===== src/rtl/axi_mem_split_bank_arb.sv =====
`default_nettype none
// ============================================================================
// Module   : axi_mem_split_bank_arb
// Purpose  : Merges split read-port and write-port memory streams onto
//            NumBanks single-ported banks. Per bank, it picks the read or the
//            write side, records which side issued each granted request, and
//            routes every bank response back to the side that issued it.
// Ports    : clk_i/rst_i            clock, async active-high reset
//            rd_*                   read-side mem ports (req/gnt/addr/rvalid/rdata)
//            wr_*                   write-side mem ports (+wdata/strb/atop)
//            bank_*                 bank-side mem ports, one lane per bank
//            busy_o                 any request pending or response outstanding
//            err_o                  sticky: bank response with nothing outstanding
// Config   : AXI_MEM_SPLIT_ARB_STARVE_EN enables per-bank write starvation
//            protection (write wins after MaxStall cycles of waiting).
// Revision : 1.0 - initial release
// ============================================================================
module axi_mem_split_bank_arb #(
  parameter int unsigned NumBanks  = 4,
  parameter int unsigned AddrWidth = 32,
  parameter int unsigned DataWidth = 32,
  parameter int unsigned RspDepth  = 2,
  parameter int unsigned MaxStall  = 8
) (
  input  logic                            clk_i,
  input  logic                            rst_i,
  input  logic [NumBanks-1:0]             rd_req_i,
  output logic [NumBanks-1:0]             rd_gnt_o,
  input  logic [NumBanks*AddrWidth-1:0]   rd_addr_i,
  output logic [NumBanks-1:0]             rd_rvalid_o,
  output logic [NumBanks*DataWidth-1:0]   rd_rdata_o,
  input  logic [NumBanks-1:0]             wr_req_i,
  output logic [NumBanks-1:0]             wr_gnt_o,
  input  logic [NumBanks*AddrWidth-1:0]   wr_addr_i,
  input  logic [NumBanks*DataWidth-1:0]   wr_wdata_i,
  input  logic [NumBanks*DataWidth/8-1:0] wr_strb_i,
  input  logic [NumBanks*6-1:0]           wr_atop_i,
  output logic [NumBanks-1:0]             wr_rvalid_o,
  output logic [NumBanks*DataWidth-1:0]   wr_rdata_o,
  output logic [NumBanks-1:0]             bank_req_o,
  input  logic [NumBanks-1:0]             bank_gnt_i,
  output logic [NumBanks*AddrWidth-1:0]   bank_addr_o,
  output logic [NumBanks*DataWidth-1:0]   bank_wdata_o,
  output logic [NumBanks*DataWidth/8-1:0] bank_strb_o,
  output logic [NumBanks*6-1:0]           bank_atop_o,
  output logic [NumBanks-1:0]             bank_we_o,
  input  logic [NumBanks-1:0]             bank_rvalid_i,
  input  logic [NumBanks*DataWidth-1:0]   bank_rdata_i,
  output logic                            busy_o,
  output logic                            err_o
);

  localparam int unsigned StrbWidth = DataWidth / 8;
  localparam int unsigned CntWidth  = $clog2(RspDepth + 1);

  if (RspDepth < 1 || MaxStall < 1 || (DataWidth % 8) != 0) begin : g_param_check
    $error("axi_mem_split_bank_arb: illegal parameter combination");
  end

  logic [NumBanks-1:0] busy_bank;
  logic [NumBanks-1:0] drop_bank;
  logic                err_q;

  // Response data is not qualified; the per-side rvalid tells the owner.
  assign rd_rdata_o = bank_rdata_i;
  assign wr_rdata_o = bank_rdata_i;

  for (genvar b = 0; b < NumBanks; b++) begin : g_bank
    logic [RspDepth-1:0] side_q, side_d;   // bit 0 is the oldest entry; 1 = write side
    logic [CntWidth-1:0] cnt_q, cnt_d;
    logic [CntWidth-1:0] wr_idx;
    logic                wr_pri;
    logic                wr_wins;
    logic                full;
    logic                req;
    logic                push;
    logic                pop;
    logic                has_entry;

`ifdef AXI_MEM_SPLIT_ARB_STARVE_EN
    localparam int unsigned StallWidth = $clog2(MaxStall + 1);
    logic [StallWidth-1:0] stall_q, stall_d;

    always_comb begin
      stall_d = stall_q;
      if (!wr_req_i[b] || wr_gnt_o[b]) begin
        stall_d = '0;
      end else if (stall_q != StallWidth'(MaxStall)) begin
        stall_d = stall_q + 1'b1;
      end
    end

    always_ff @(posedge clk_i or posedge rst_i) begin
      if (rst_i) stall_q <= '0;
      else       stall_q <= stall_d;
    end

    // Saturated counter keeps write priority until the write is granted.
    assign wr_pri = (stall_q == StallWidth'(MaxStall));
`else
    assign wr_pri = 1'b0;
`endif

    assign wr_wins   = wr_req_i[b] & (~rd_req_i[b] | wr_pri);
    assign full      = (cnt_q == CntWidth'(RspDepth));
    assign has_entry = (cnt_q != '0);
    // Fullness uses the registered count, so a same-cycle pop does not free a slot.
    assign req       = (rd_req_i[b] | wr_req_i[b]) & ~full & ~rst_i;
    assign push      = req & bank_gnt_i[b];
    assign pop       = bank_rvalid_i[b] & has_entry;

    assign bank_req_o[b] = req;
    assign bank_we_o[b]  = wr_wins;
    assign rd_gnt_o[b]   = push & ~wr_wins;
    assign wr_gnt_o[b]   = push & wr_wins;

    assign bank_addr_o[b*AddrWidth +: AddrWidth]  = wr_wins ? wr_addr_i[b*AddrWidth +: AddrWidth]
                                                             : rd_addr_i[b*AddrWidth +: AddrWidth];
    assign bank_wdata_o[b*DataWidth +: DataWidth] = wr_wins ? wr_wdata_i[b*DataWidth +: DataWidth] : '0;
    assign bank_strb_o[b*StrbWidth +: StrbWidth]  = wr_wins ? wr_strb_i[b*StrbWidth +: StrbWidth] : '0;
    assign bank_atop_o[b*6 +: 6]                  = wr_wins ? wr_atop_i[b*6 +: 6] : '0;

    assign rd_rvalid_o[b] = pop & ~side_q[0];
    assign wr_rvalid_o[b] = pop & side_q[0];
    assign drop_bank[b]   = bank_rvalid_i[b] & ~has_entry;
    assign busy_bank[b]   = rd_req_i[b] | wr_req_i[b] | has_entry;

    // Shift-register FIFO: pop shifts toward bit 0, push lands after the last live entry.
    always_comb begin
      side_d = side_q;
      cnt_d  = cnt_q;
      wr_idx = cnt_q;
      if (pop) begin
        side_d = side_q >> 1;
        cnt_d  = cnt_q - 1'b1;
        wr_idx = cnt_q - 1'b1;
      end
      if (push) begin
        for (int i = 0; i < RspDepth; i++) begin
          if (CntWidth'(i) == wr_idx) side_d[i] = wr_wins;
        end
        cnt_d = cnt_d + 1'b1;
      end
    end

    always_ff @(posedge clk_i or posedge rst_i) begin
      if (rst_i) begin
        side_q <= '0;
        cnt_q  <= '0;
      end else begin
        side_q <= side_d;
        cnt_q  <= cnt_d;
      end
    end
  end

  always_ff @(posedge clk_i or posedge rst_i) begin
    if (rst_i) err_q <= 1'b0;
    else       err_q <= err_q | (|drop_bank);
  end

  assign err_o  = err_q;
  assign busy_o = |busy_bank;

endmodule
`default_nettype wire

===== config.mk =====
export PLATFORM = sky130hd
export DESIGN_NAME = axi_mem_split_bank_arb
export DESIGN_NICKNAME = d
export VERILOG_FILES = /design/src/rtl/axi_mem_split_bank_arb.sv
export SDC_FILE = /design/constraint.sdc
export NUM_CORES = 1
export LEC_CHECK = 0
export ABC_CLOCK_PERIOD_IN_PS = 1600
export CORE_AREA = 3 3 446 448
export CTS_BUF_LIST = sky130_fd_sc_hd__clkbuf_2
export CTS_CLUSTER_SIZE = 8
export DETAILED_ROUTE_END_ITERATION = 10
export DIE_AREA = 0 0 449 451
export MAX_ROUTING_LAYER = met4
export PLACE_DENSITY_LB_ADDON = 0.05
export SYNTH_ARGS = -nofsm -noshare
export SYNTH_HDL_FRONTEND = slang
export SYNTH_SLANG_ARGS = --single-unit

===== constraint.sdc =====
create_clock -name clk_i -period 1.6 [get_ports clk_i]
set_input_delay 0.24 -clock clk_i [delete_from_list [all_inputs] [get_ports clk_i]]
set_output_delay 0.24 -clock clk_i [all_outputs]
set_load 0.05 [all_outputs]

==> impl_metrics.yaml <==
run_status:
  status: "finished, violations left"
  violations: "setup timing"
grt:
  antenna_found_initial: 24
  grt_pass1_wl_mm: 89.95
  track_usage_pct: 6.711
  grt_max_degree: 50
  grt_pass1_vias: 9403
  grt_remaining_overflow: 0
floorplanning:
  row_count: 162
  dieArea_sq_um: 202500
  ioPinCount: 1148
  core_area_sq_um: 195000
  initial_core_util_pct: 3.058
  die_h_microns: 451
  die_w_microns: 449
detailed_routing:
  vias: 8448
  wirelength_mm: 68.92
  viasPerCell: 1.975
  drc: 0
  wire_per_inst_microns: 16.11
  ant_nets: 0
  first_pass_iters: 6
  drtIter0Drc: 194
power_and_ir_drop:
  power_frac_clock_pct: 2.5
  switching_share_pct: 45.35
  cellPowerDensity_nw_per_um2: 569.6
  finalPower_w: 0.01201
  power_frac_comb_pct: 91.6
  seqPwrFrac_pct: 5.9
  p_leak_nw: 8.306
  switchingPower_w: 0.005446
  ir_drop_v: 0.0002472
  internal_power_w: 0.006564
timing:
  final_max_slew_viol_count: 0
  finalHoldViolCount: 0
  hold_slack_ps: 311.0
  max_freq_ghz: 0.4439
  setup_slack_ps: -652.9
  rsz0062_at_grt: "yes"
  fin_crit_ps: 2253
  finalCritPeriodShare_pct: 140.8
  worst_slew_pin_slew_ps: 376.7
  setup_violations: 34
  setup_tns_ps: -11670
  slew-limit-headroom_pct: 74.89
  fin_skew_ps: 21.61
synth:
  ys_types: 27
  ys.warnings.count: 0
  postSynth.asyncResetShare_pct: 100.0
  syn_area_sq_um: 5962
  yosysTopAreaCellShare_pct: 33.24
  ys.flop_type: "dfrtp_1"
  synth.most_common_cell: "nand2_1"
  ys_ff_latch: 17
  synth_edf_count: 0
  synth_area_leaders: "buf_4, nand2_1, and2_1"
  synth_area_per_cell_sq_um: 5.909
  syn_nets: 1592
  yosysSeqAreaShare_pct: 7.135
  yosysTopAreaCell: "buf_4"
  synth_cells: 1009
  synth_common_cells: "nand2_1, buf_4, and2_1, clkbuf_1, buf_2"
worst_setup_path:
  cp.arrival_ps: 2010
  critPathRequiredTime_ps: 1360
  worstSetupStartpoint: "g_bank[3].cnt_q[1]"
  critical_path_class: "reg -> out"
  start_kind: "flip-flop"
  r2r_start: "g_bank[3].cnt_q[1]"
  reg2reg_depth: 7
  crit_fanout: 3
  cp-end-kind: "primary output"
  rrSetupSlack_ps: -310
  r2r-end: "g_bank[3].side_q[0]"
finish:
  drive_gt1_share_pct: 47.90
  num-fill-cells: 22470
  fin_area_sq_um: 21090
  instances_no_fill: 4278
  nets: 2223
  syn_to_final_growth_pct: 253.7
clock_tree:
  cts_buffer_depth: 2
  cts_tree: "yes"
  cts.sinks: 17
  clock_latency_ps: 430
  cts_buffers: 3
  clk_pin_slew_ps: 300
  root_buffer: "clkbuf_2"
  cts_max_level: 1
min_path:
  hold_class: "in -> reg"
  whs_endpoint: "g_bank[0].side_q[1]"
  hold_depth: 4
  min_from: "rd_req_i[0]"
flow_run:
  maxCapViolations: 0
placement:
  port_buffers: 763
  place_inst: 4181
  postPlaceCellArea_sq_um: 18600
  routabilityCongestion: 0.7035
  dp_hpwl_mm: 59.59
-- metal layers --
layer / track usage (%) / up-vias / share of wire (%)
met4: 1.239 / 0 / 1.5
met5: - / - / 0
li1: - / 4071 / -
met3: 2.615 / 79 / 9.3
met2: 13.50 / 444 / 59
met1: 5.821 / 3854 / 30
-- critical path, cell delays in order, from the launching register on --
cell,delay [ps]
dfrtp_1,490
ha_4,190
or4b_4,520
buf_6,150
nor2_4,100
buf_12,150
-- cells by family after synthesis --
logic type	share of synthesized area [%]
fa+ha+maj	2.728
xor+xnor	1.175
simple gates	46.95
buf+inv	38.05
flops	7.135
compound gates	1.448
mux	2.518
-- area by class of cell --
type	instances	area [sq um]	share of cell area, %
antenna	15	37.54	0.1780
timing repair buffer	942	12850	60.94
tap	2624	3283	15.57
sequential	17	425.4	2.018
multi-input combinational	659	4363	20.69
clock inverter	1	7.507	0.03560
inverter	17	103.9	0.4925
clock buffer	3	15.01	0.07121
-- power groups by stage --
stage / logic [W] / registers [W] / clock network (W)
global route: 0.0117 / 0.000733 / 0.000359
floorplan: 0.00529 / 0.000669 / 0
finish: 0.0110 / 0.000711 / 0.000303
CTS: 0.0105 / 0.000709 / 0.000365
global placement: 0.00878 / 0.000702 / 0
detailed placement: 0.00869 / 0.000699 / 0
-- registers in the layout (all words and copies together) (netlist names) --
name	count
err_o	1
g_bank.cnt_q	8
g_bank.side_q	8
-- worst max-delay path by stage --
| stage | to | slack (ps) | cells after the start |
|---|---|---|---|
| 2_1_floorplan | rd_gnt_o[3] | -170 | 5 |
| 3_3_place_gp | rd_gnt_o[1] | -580 | 6 |
| 3_5_place_dp | rd_gnt_o[3] | -510 | 6 |
| 4_1_cts | rd_gnt_o[3] | -800 | 5 |
| 5_1_grt | wr_gnt_o[3] | -800 | 5 |
| 6_report | wr_gnt_o[3] | -650 | 5 |
-- timing repair --
item,4_1_cts,5_1_grt
hold buffers,0,0
setup buffers,49,20
pin swaps,36,46
cloned,16,1
endpoints found under the setup margin,337,137
resized for setup,266,145
-- per-stage QoR --
| stage | worst slack, ps | utilization, % |
|---|---|---|
| after floorplan | -173.3 | - |
| final | -652.9 | 10.81 |
| after global placement | -579.4 | 9.539 |
| after global routing | -802.5 | 10.81 |
| after CTS | -803.2 | 10.47 |
| after detailed placement | -508.0 | 9.539 |
-- placed cells by master (no fill, tap or decap), drive strengths merged --
master | Yosys | final
a21oi | 7 | 7
a222oi | 1 | 1
and2 | 171 | 171
and4 | 1 | 1
buf | 291 | 501
bufbuf | 0 | 5
clkbuf | 25 | 4
clkdlybuf4s15 | 0 | 2
clkdlybuf4s50 | 0 | 433
clkinv | 0 | 1
clkinvlp | 0 | 1
dfrtp | 17 | 17
diode | 0 | 15
ha | 13 | 13
inv | 17 | 16
mux2i | 15 | 15
nand2 | 390 | 390
nand2b | 8 | 8
nand3 | 10 | 10
nand4 | 1 | 1
nor2 | 20 | 20
nor2b | 3 | 3
nor3 | 4 | 4
nor4 | 1 | 1
o211ai | 1 | 1
o21ai | 1 | 1
o31ai | 1 | 1
or4b | 3 | 3
xnor2 | 8 | 8
No activity file was read; power rests on OpenSTA's default activity.
